### config.mk
export PLATFORM = sky130hd
export DESIGN_NAME = stopwatch_bcd_counter_flat
export DESIGN_NICKNAME = d
export VERILOG_FILES = /design/src/rtl/stopwatch_bcd_counter_if.sv /design/src/rtl/stopwatch_bcd_counter.sv /design/src/flat_wrapper.sv
export SDC_FILE = /design/constraint.sdc
export NUM_CORES = 1
export LEC_CHECK = 0
export CELL_PAD_IN_SITES_DETAIL_PLACEMENT = 2
export CELL_PAD_IN_SITES_GLOBAL_PLACEMENT = 2
export CORE_MARGIN = 2
export CORE_UTILIZATION = 32
export CTS_CLUSTER_DIAMETER = 30
export DETAILED_ROUTE_END_ITERATION = 12
export PLACE_DENSITY_LB_ADDON = 0.05
export SYNTH_ARGS = -nofsm -noshare
export SYNTH_HDL_FRONTEND = slang
export SYNTH_SLANG_ARGS = --single-unit
### constraint.sdc
create_clock -name clk_in -period 4.4 [get_ports clk_in]
set_input_delay 0.44 -clock clk_in [delete_from_list [all_inputs] [get_ports clk_in]]
set_output_delay 0.44 -clock clk_in [all_outputs]
set_load 0.02 [all_outputs]
### src/rtl/stopwatch_bcd_counter_if.sv
// Control and display bundle of the MM:SS stopwatch.
// The lap input exists only when STOPWATCH_LAP_HOLD_EN is defined.
interface stopwatch_bcd_counter_if;
  logic       tick_in;
  logic       start_stop;
  logic       clear;
`ifdef STOPWATCH_LAP_HOLD_EN
  logic       lap;
`endif
  logic [3:0] sec_ones;
  logic [3:0] sec_tens;
  logic [3:0] min_ones;
  logic [3:0] min_tens;
  logic       running;
  logic       wrap;

  modport master (
`ifdef STOPWATCH_LAP_HOLD_EN
    output lap,
`endif
    output tick_in, start_stop, clear,
    input  sec_ones, sec_tens, min_ones, min_tens, running, wrap
  );

  modport slave (
`ifdef STOPWATCH_LAP_HOLD_EN
    input  lap,
`endif
    input  tick_in, start_stop, clear,
    output sec_ones, sec_tens, min_ones, min_tens, running, wrap
  );
endinterface

### src/rtl/stopwatch_bcd_counter.sv
// Start/stop/clear MM:SS stopwatch advanced by a synchronised 1 Hz tick_in edge.
// Define STOPWATCH_LAP_HOLD_EN to add the lap/hold display freeze.
module stopwatch_bcd_counter #(
  parameter int unsigned SYNC_STAGES = 2,
  parameter int unsigned MIN_LIMIT   = 60
) (
  input logic                   clk_in,
  input logic                   rst,
  stopwatch_bcd_counter_if.slave sw
);

  localparam logic [3:0] MinTensLast = 4'((MIN_LIMIT - 1) / 10);
  localparam logic [3:0] MinOnesLast = 4'((MIN_LIMIT - 1) % 10);

  typedef enum logic [1:0] {StIdle, StRun, StPause} state_e;

  state_e                 state_q, state_d;
  logic [SYNC_STAGES-1:0] sync_q, sync_d;
  logic                   hist_q, ss_q;
  logic [3:0]             sec_ones_q, sec_ones_d, sec_tens_q, sec_tens_d;
  logic [3:0]             min_ones_q, min_ones_d, min_tens_q, min_tens_d;
  logic                   wrap_q, wrap_d;
  logic                   tick, ss_edge;
  logic [15:0]            live_q, live_d, disp;

  assign sync_d  = {sync_q[SYNC_STAGES-2:0], sw.tick_in};
  assign tick    = sync_q[SYNC_STAGES-1] & ~hist_q;
  assign ss_edge = sw.start_stop & ~ss_q;
  assign live_q  = {min_tens_q, min_ones_q, sec_tens_q, sec_ones_q};
  assign live_d  = {min_tens_d, min_ones_d, sec_tens_d, sec_ones_d};

  always_comb begin
    state_d    = state_q;
    sec_ones_d = sec_ones_q;
    sec_tens_d = sec_tens_q;
    min_ones_d = min_ones_q;
    min_tens_d = min_tens_q;
    wrap_d     = 1'b0;
    if (sw.clear) begin
      state_d    = StIdle;
      sec_ones_d = 4'd0;
      sec_tens_d = 4'd0;
      min_ones_d = 4'd0;
      min_tens_d = 4'd0;
    end else begin
      unique case (state_q)
        StIdle: begin
          if (ss_edge) state_d = StRun;
        end
        StRun: begin
          // A tick landing with the pause edge still counts.
          if (tick) begin
            if (sec_ones_q != 4'd9) begin
              sec_ones_d = sec_ones_q + 4'd1;
            end else begin
              sec_ones_d = 4'd0;
              if (sec_tens_q != 4'd5) begin
                sec_tens_d = sec_tens_q + 4'd1;
              end else begin
                sec_tens_d = 4'd0;
                if (min_tens_q == MinTensLast && min_ones_q == MinOnesLast) begin
                  min_ones_d = 4'd0;
                  min_tens_d = 4'd0;
                  wrap_d     = 1'b1;
                end else if (min_ones_q == 4'd9) begin
                  min_ones_d = 4'd0;
                  min_tens_d = min_tens_q + 4'd1;
                end else begin
                  min_ones_d = min_ones_q + 4'd1;
                end
              end
            end
          end
          if (ss_edge) state_d = StPause;
        end
        StPause: begin
          if (ss_edge) state_d = StRun;
        end
        default: state_d = StIdle;
      endcase
    end
  end

  always_ff @(posedge clk_in) begin
    if (rst) begin
      state_q    <= StIdle;
      sync_q     <= '0;
      hist_q     <= 1'b0;
      ss_q       <= 1'b0;
      sec_ones_q <= 4'd0;
      sec_tens_q <= 4'd0;
      min_ones_q <= 4'd0;
      min_tens_q <= 4'd0;
      wrap_q     <= 1'b0;
    end else begin
      state_q    <= state_d;
      sync_q     <= sync_d;
      hist_q     <= sync_q[SYNC_STAGES-1];
      ss_q       <= sw.start_stop;
      sec_ones_q <= sec_ones_d;
      sec_tens_q <= sec_tens_d;
      min_ones_q <= min_ones_d;
      min_tens_q <= min_tens_d;
      wrap_q     <= wrap_d;
    end
  end

`ifdef STOPWATCH_LAP_HOLD_EN
  logic        lap_q, hold_q, hold_d, lap_edge;
  logic [15:0] disp_q, disp_d;

  assign lap_edge = sw.lap & ~lap_q;

  always_comb begin
    hold_d = hold_q;
    disp_d = hold_q ? disp_q : live_d;
    if (sw.clear) begin
      hold_d = 1'b0;
      disp_d = live_d;
    end else if (state_q == StRun && lap_edge) begin
      // First edge freezes the pre-edge count; second edge releases to live.
      hold_d = ~hold_q;
      disp_d = hold_q ? live_d : live_q;
    end
  end

  always_ff @(posedge clk_in) begin
    if (rst) begin
      lap_q  <= 1'b0;
      hold_q <= 1'b0;
      disp_q <= '0;
    end else begin
      lap_q  <= sw.lap;
      hold_q <= hold_d;
      disp_q <= disp_d;
    end
  end

  assign disp = disp_q;
`else
  assign disp = live_q;
`endif

  assign sw.min_tens = disp[15:12];
  assign sw.min_ones = disp[11:8];
  assign sw.sec_tens = disp[7:4];
  assign sw.sec_ones = disp[3:0];
  assign sw.running  = (state_q == StRun);
  assign sw.wrap     = wrap_q;

endmodule

### src/flat_wrapper.sv
// flat-port wrapper written by rule: the top's interface ports become plain ports
module stopwatch_bcd_counter_flat 
#(
  parameter int unsigned SYNC_STAGES = 2,
  parameter int unsigned MIN_LIMIT   = 60
)
  (clk_in, rst, sw_tick_in, sw_start_stop, sw_clear, sw_sec_ones, sw_sec_tens, sw_min_ones, sw_min_tens, sw_running, sw_wrap);
  stopwatch_bcd_counter_if sw_i ();
  input logic clk_in;
  input logic rst;
  input wire logic [$bits(sw_i.tick_in)-1:0] sw_tick_in;
  input wire logic [$bits(sw_i.start_stop)-1:0] sw_start_stop;
  input wire logic [$bits(sw_i.clear)-1:0] sw_clear;
  output wire logic [$bits(sw_i.sec_ones)-1:0] sw_sec_ones;
  output wire logic [$bits(sw_i.sec_tens)-1:0] sw_sec_tens;
  output wire logic [$bits(sw_i.min_ones)-1:0] sw_min_ones;
  output wire logic [$bits(sw_i.min_tens)-1:0] sw_min_tens;
  output wire logic [$bits(sw_i.running)-1:0] sw_running;
  output wire logic [$bits(sw_i.wrap)-1:0] sw_wrap;
  assign sw_i.tick_in = sw_tick_in;
  assign sw_i.start_stop = sw_start_stop;
  assign sw_i.clear = sw_clear;
  assign sw_sec_ones = sw_i.sec_ones;
  assign sw_sec_tens = sw_i.sec_tens;
  assign sw_min_ones = sw_i.min_ones;
  assign sw_min_tens = sw_i.min_tens;
  assign sw_running = sw_i.running;
  assign sw_wrap = sw_i.wrap;
  stopwatch_bcd_counter #(.SYNC_STAGES(SYNC_STAGES), .MIN_LIMIT(MIN_LIMIT)) u_core (.clk_in(clk_in), .rst(rst), .sw(sw_i));
endmodule
==> out/metrics.cfg, run 1 <==
[global_routing]
grt_pass1_wl_um=4470
antenna_found_initial=0
first_global_vias=969
grtUsageTotal=0.145
grt_max_degree=16
globalRouteOverflowTotal=0

[worst_setup_path]
cp_max_fo=11
cp_slowest_stage_delay_ns=0.69
cp_slowest_cell=clkdlybuf4s50_1
crit_buf_inv=1
crit_path_start_kind=flip-flop
critPathRequiredTime_ns=3.96
arrival_ns=1.62
critical_path_class=reg2out
critPathCaptureType=primary output
path_delay_family=buffers and inverters
path_cells=clkdlybuf4s50_1

[timing]
finalHoldViolations=0
fin_skew_ns=0.00668
worst_pin_slew_ns=0.582
setup_ws_ns=2.34
fin_crit_ns=2.06
setup_viol=0
rsz0062_at_grt=false
fmax_mhz=485
maxSlewHeadroom=0.612
fin_tns_setup_ns=0
finalCritPeriodShare=0.468
slew_violations=0

[clock_network]
clk_pin_slew_worst_paths_ns=0.14
cts_tree=built
cts.path.max_buffers=2
ctsHoldBuffers=0
clk_latency_ns=0.32
clock-sinks=23
cts_buffers=3
ctsResizeCount=0
cts_setup_buffers=0
cts_max_level=1
cts_root_buffer=clkbuf_4

[die]
core_area_sq_um=3310
dieArea_sq_um=3930
start_util=0.333
die-width_um=62.7
num_io_pins=23
die_h_um=62.7
placementRows=21

[worst_hold_path]
hold_path.class=reg2reg

[drt]
vias_per_cell=4.97
wire_per_inst_um=14.2
drc=0
drt_wl_total_um=2630
vias=925
drt_iter0_drc=33
firstDrtPassIters=4
ant_nets=0

[yosys]
synthArstFlopShare=0
synth-seq-area-share=0.418
synth-main-ff-cell=dfxtp_1
synth_top_area_share=0.418
synthTopCellsByArea=dfxtp_1 42%, nor2b_1 5.1%, ha_1 4.5%
post_synth_most_frequent_cells=23 x dfxtp_1, 9 x nor2_1, 9 x nor2b_1
synth_edf_count=0
avgSynthCellArea_sq_um=9.33
synth_area_sq_um=1100
yosysMostFrequentCell=dfxtp_1
yosysWarnings=0
syn_nets=127
synthDistinctLibCells=36
yosysTopAreaCell=dfxtp_1
syn_inst=118
ys_ff_latch=23

[cells_and_area]
fin_nets=150
fin_area_sq_um=1390
syn2layout_area_growth_pct=25.9
layout-drive-gt1-share=0.0571
final_util=0.419
diodes=0

[flow_run]
maxCapViolCount=0

[run_status]
outcome=complete, no violations

[power_and_ir_drop]
ir_worst_vdd_uv=119
power_leakage_uw=0.000494
power_density_nw_per_um2=237

[place]
placed_area_sq_um=1360
hpwlAfterDp_um=2020
place_ws_ns=2.34
port_buffers=22
gp_congestion=0.676

## stage by stage
step	hold slack, ns	power, uW	instances
4_1_cts	0.472	334	186
3_5_place_dp	0.447	231	182
2_1_floorplan	0.414	223	118
5_1_grt	0.495	348	186
3_3_place_gp	0.427	230	182
6_report	0.468	328	186
## sequential cells by signal (all words and copies together) (netlist names), 2 cells and up
signal              count
u_core.sync_q           2
u_core.sw.min_ones      4
u_core.state_q          2
u_core.sw.min_tens      4
u_core.sw.sec_tens      4
u_core.sw.sec_ones      4
## power by group
part | internal (uW) | switching [uW] | total [uW]
registers | 210 | 0.959 | 211
logic | 6.70 | 7.72 | 14.4
clock network | 34.7 | 68.0 | 103
total | 252 | 76.6 | 328
## final timing paths
kind         slack, ns             startpoint  depth (start not counted)                     to
max               2.34  u_core.sw.sec_ones[0]                          1         sw_sec_ones[0]
min               0.47       u_core.sync_q[0]                          1       u_core.sync_q[1]
max reg2reg       2.57      u_core.state_q[0]                          4  u_core.sw.min_tens[2]
min reg2reg       0.47       u_core.sync_q[0]                          1       u_core.sync_q[1]
## layer usage
layer	up-vias	GRT usage	part of all wire
met5	-	0	0
met4	0	0.0500	0.014
met2	18	0.265	0.50
li1	463	-	-
met1	439	0.172	0.46
met3	5	0.0198	0.030
## cell families after synthesis
kind of cell | count (synthesis) | share of synthesized area
buffers and inverters | 9 | 0.0375
AO/OA/AOI/OAI | 21 | 0.116
XOR/XNOR | 5 | 0.0398
AND/OR/NAND/NOR | 53 | 0.316
multiplexers | 3 | 0.0273
adder cells (fa/ha/maj) | 4 | 0.0455
flip-flops | 23 | 0.418
## layout by cell type (no fill, tap or decap), types with 2 or more instances in the layout
cell             synthesis  routed
clkbuf_4                 0       3
a21oi_1                  8       8
nor3_1                   4       4
dfxtp_1                 23      23
mux2i_1                  3       3
nor2b_1                  9       9
nand3_1                  5       5
or4_1                    2       2
clkdlybuf4s50_1          0      22
inv_1                    5       5
o21a_1                   2       2
or3_1                    3       3
o21ai_0                  7       7
and3_1                   2       2
nor2_1                   9       9
ha_1                     4       4
xor2_1                   4       4
nand2_1                  6       6
## cell type report
type / instances / area, sq um
Timing Repair Buffer: 22 / 220
Clock inverter: 1 / 7.51
Inverter: 5 / 18.8
Sequential cell: 23 / 460
Tap cell: 46 / 57.6
Fill cell: 399 / 1920
Clock buffer: 3 / 22.5
Multi-Input combinational cell: 86 / 599
Note: power is estimated with default switching activity, not from simulation.
==> inputs of run 2 (changes only) <==
- CORE_UTILIZATION: 32 -> 27
- clock period: 4.4 -> 1.8 ns (I/O delays scaled with it)
==> run 2 against run 1 <==
Effect of this change:
- final cell count grew 7.0%
- sequential share of layout area down 2.0 points
- worst hold slack got worse by 0.019 ns
- highest routed layer unchanged
- largest power group unchanged
- core utilization fell by 4.6 points
- first-iteration DRC count is 6.1% higher
- critical endpoint is now u_core.sw.min_tens[2]
- sequential power increased by 140%
- die area grew 17%
- combinational power increased to 2.7 times the previous value
- clock skew fell by 0.0041 ns
- clock power increased to 3.3 times the previous value
==> out/metrics.cfg, run 2 (synthesis results as in run 1) <==
[worst_hold_path]
hold_path.class=reg2reg  ; unchanged

[die]
core_area_sq_um=3970  ; was 3310 sq um
die_h_um=67.9  ; was 62.7 um
dieArea_sq_um=4600  ; was 3930 sq um
die-width_um=67.9  ; was 62.7 um
num_io_pins=23  ; unchanged
start_util=0.277  ; was 0.333
placementRows=23  ; was 21

[cells_and_area]
layout-drive-gt1-share=0.128  ; was 0.0571
final_common_cell=dfxtp_1  ; unchanged
instances_no_fill=199  ; was 186
fin_area_sq_um=1480  ; was 1390 sq um
final_util=0.372  ; was 0.419
fin_nets=159  ; was 150
layout_common_cells=22 x dfxtp_1, 21 x clkdlybuf4s50_1, 9 x nor2b_1, 9 x nor2_1, 9 x buf_4  ; was 23 x dfxtp_1, 22 x clkdlybuf4s50_1, 9 x nor2b_1, 9 x nor2_1, 8 x a21oi_1
diodes=0  ; unchanged
syn2layout_area_growth_pct=34.3  ; was 25.9%

[clock_network]
clk_pin_slew_worst_paths_ns=0.09  ; was 0.14 ns
cts_root_buffer=clkbuf_8  ; was clkbuf_4
clock-sinks=23  ; unchanged
cts_buffers=3  ; unchanged
clk_latency_ns=0.27  ; was 0.32 ns
cts_tree=built  ; unchanged
cts.path.max_buffers=2  ; unchanged
ctsHoldBuffers=0  ; unchanged
cts_max_level=1  ; unchanged

[place]
gp_congestion=0.805  ; was 0.676
dp_cells=195  ; was 182
placed_area_sq_um=1430  ; was 1360 sq um
hpwlAfterDp_um=2300  ; was 2020 um
port_buffers=22  ; unchanged

[timing]
finalHoldViolations=0  ; unchanged
fmax_mhz=609
fin_crit_ns=1.64
setup_viol=0  ; unchanged
worst_pin_slew_ns=0.365  ; was 0.582 ns
maxSlewHeadroom=0.756  ; was 0.612
fin_tns_setup_ns=0  ; unchanged
finalCritPeriodShare=0.912
rsz0062_at_grt=false  ; unchanged
slew_violations=0  ; unchanged
fin_skew_ns=0.00258  ; was 0.00668 ns

[power_and_ir_drop]
p_seq_frac=0.576  ; was 0.643
power_density_nw_per_um2=606  ; was 237 nW/um^2
power_leakage_uw=0.000567  ; was 0.000494 uW
combPwrFrac=0.044  ; about the same
internal_power_uw=688  ; was 252 uW
swShare=0.232  ; was 0.233
power_switching_uw=208  ; was 76.6 uW
clock_power_share=0.381  ; was 0.313
power_uw=896  ; was 328 uW
ir_worst_vdd_uv=255  ; was 119 uV

[global_routing]
antenna_found_initial=0  ; unchanged
globalRouteOverflowTotal=0  ; unchanged
grt_pass1_wl_um=4800  ; was 4470 um
grt_max_degree=15  ; was 16
grtUsageTotal=0.146  ; was 0.145
first_global_vias=997  ; was 969

[drt]
vias_per_cell=4.86  ; was 4.97
vias=967  ; was 925
drt_iter0_drc=35  ; was 33
wire_per_inst_um=15.3  ; was 14.2 um
firstDrtPassIters=4  ; unchanged
drc=0  ; unchanged
ant_nets=0  ; unchanged
drt_wl_total_um=3040  ; was 2630 um

[worst_setup_path]
cp_slowest_stage_delay_ns=0.42  ; was 0.69 ns
critPathRequiredTime_ns=1.97  ; was 3.96 ns
critPathCaptureType=flip-flop  ; was primary output
crit_path_start_kind=flip-flop  ; unchanged
critical_path_class=reg2reg  ; was reg2out
arrival_ns=1.81  ; was 1.62 ns
cp_max_fo=6  ; was 11
cp_slowest_cell=and4bb_4  ; was clkdlybuf4s50_1
path_cells=and4bb_4 -> nand4_2 -> o311a_1 -> a41o_1  ; was clkdlybuf4s50_1

[run_status]
outcome=complete, no violations  ; unchanged

[flow_run]
maxCapViolCount=0  ; unchanged

[run 2: cell count changes in the layout (fill, tap and decap cells not counted), sizes merged]
cell	previous run	this run
buf	0	9
clkdlybuf4s50	22	21
clkinv	0	1
clkinvlp	1	0
dlymetal6s2s	0	1
[run 2: power groups by stage]
stage	clock network, uW	registers [uW]	logic (uW)
after floorplan	0	527	19.0
after global placement	0	528	39.2
after detailed placement	0	528	39.7
after CTS	359	516	40.0
after global routing	372	517	42.7
final	341	516	39.1
[run 2: stage by stage]
step	worst slack, ns	hold WS [ns]
2_1_floorplan	0.117	0.252
3_3_place_gp	0.172	0.423
3_5_place_dp	0.0909	0.433
4_1_cts	0.0247	0.452
5_1_grt	0.0513	0.463
6_report	0.159	0.449
[run 2: layout make-up]
type	count	area, sq um
fill	438	2490
multi-input combinational	86	599
sequential	23	462
timing repair buffer	31	290
tap	50	62.6
clock buffer	3	41.3
inverter	5	18.8
clock inverter	1	5.00
[run 2: metal layers]
layer	wire, um	GRT usage
met5	0	0
met4	58	0.0675
met3	128	0.0362
met2	1450	0.234
met1	1400	0.184
[run 2: what timing repair did]
item	CTS	global route
setup endpoints to repair	0	3
setup buffers	0	0
resized for setup	0	3
[run 2: path summary, 6_finish.rpt]
kind,slack (ns),depth (start not counted),to,start
worst max-delay path,0.16,4,u_core.sw.min_tens[2],u_core.sw.sec_ones[2]
worst min register to register,0.45,1,u_core.sync_q[1],u_core.sync_q[0]
worst max register to register,0.16,4,u_core.sw.min_tens[2],u_core.sw.sec_ones[2]
worst min-delay path,0.45,1,u_core.sync_q[1],u_core.sync_q[0]
[run 2: worst max-delay path: cells and delay by family (launching register included)]
| family | cells | cell delay [ns] |
|---|---|---|
| flip-flops | 1 | 0.36 |
| AO/OA/AOI/OAI | 2 | 0.60 |
| AND/OR/NAND/NOR | 2 | 0.58 |
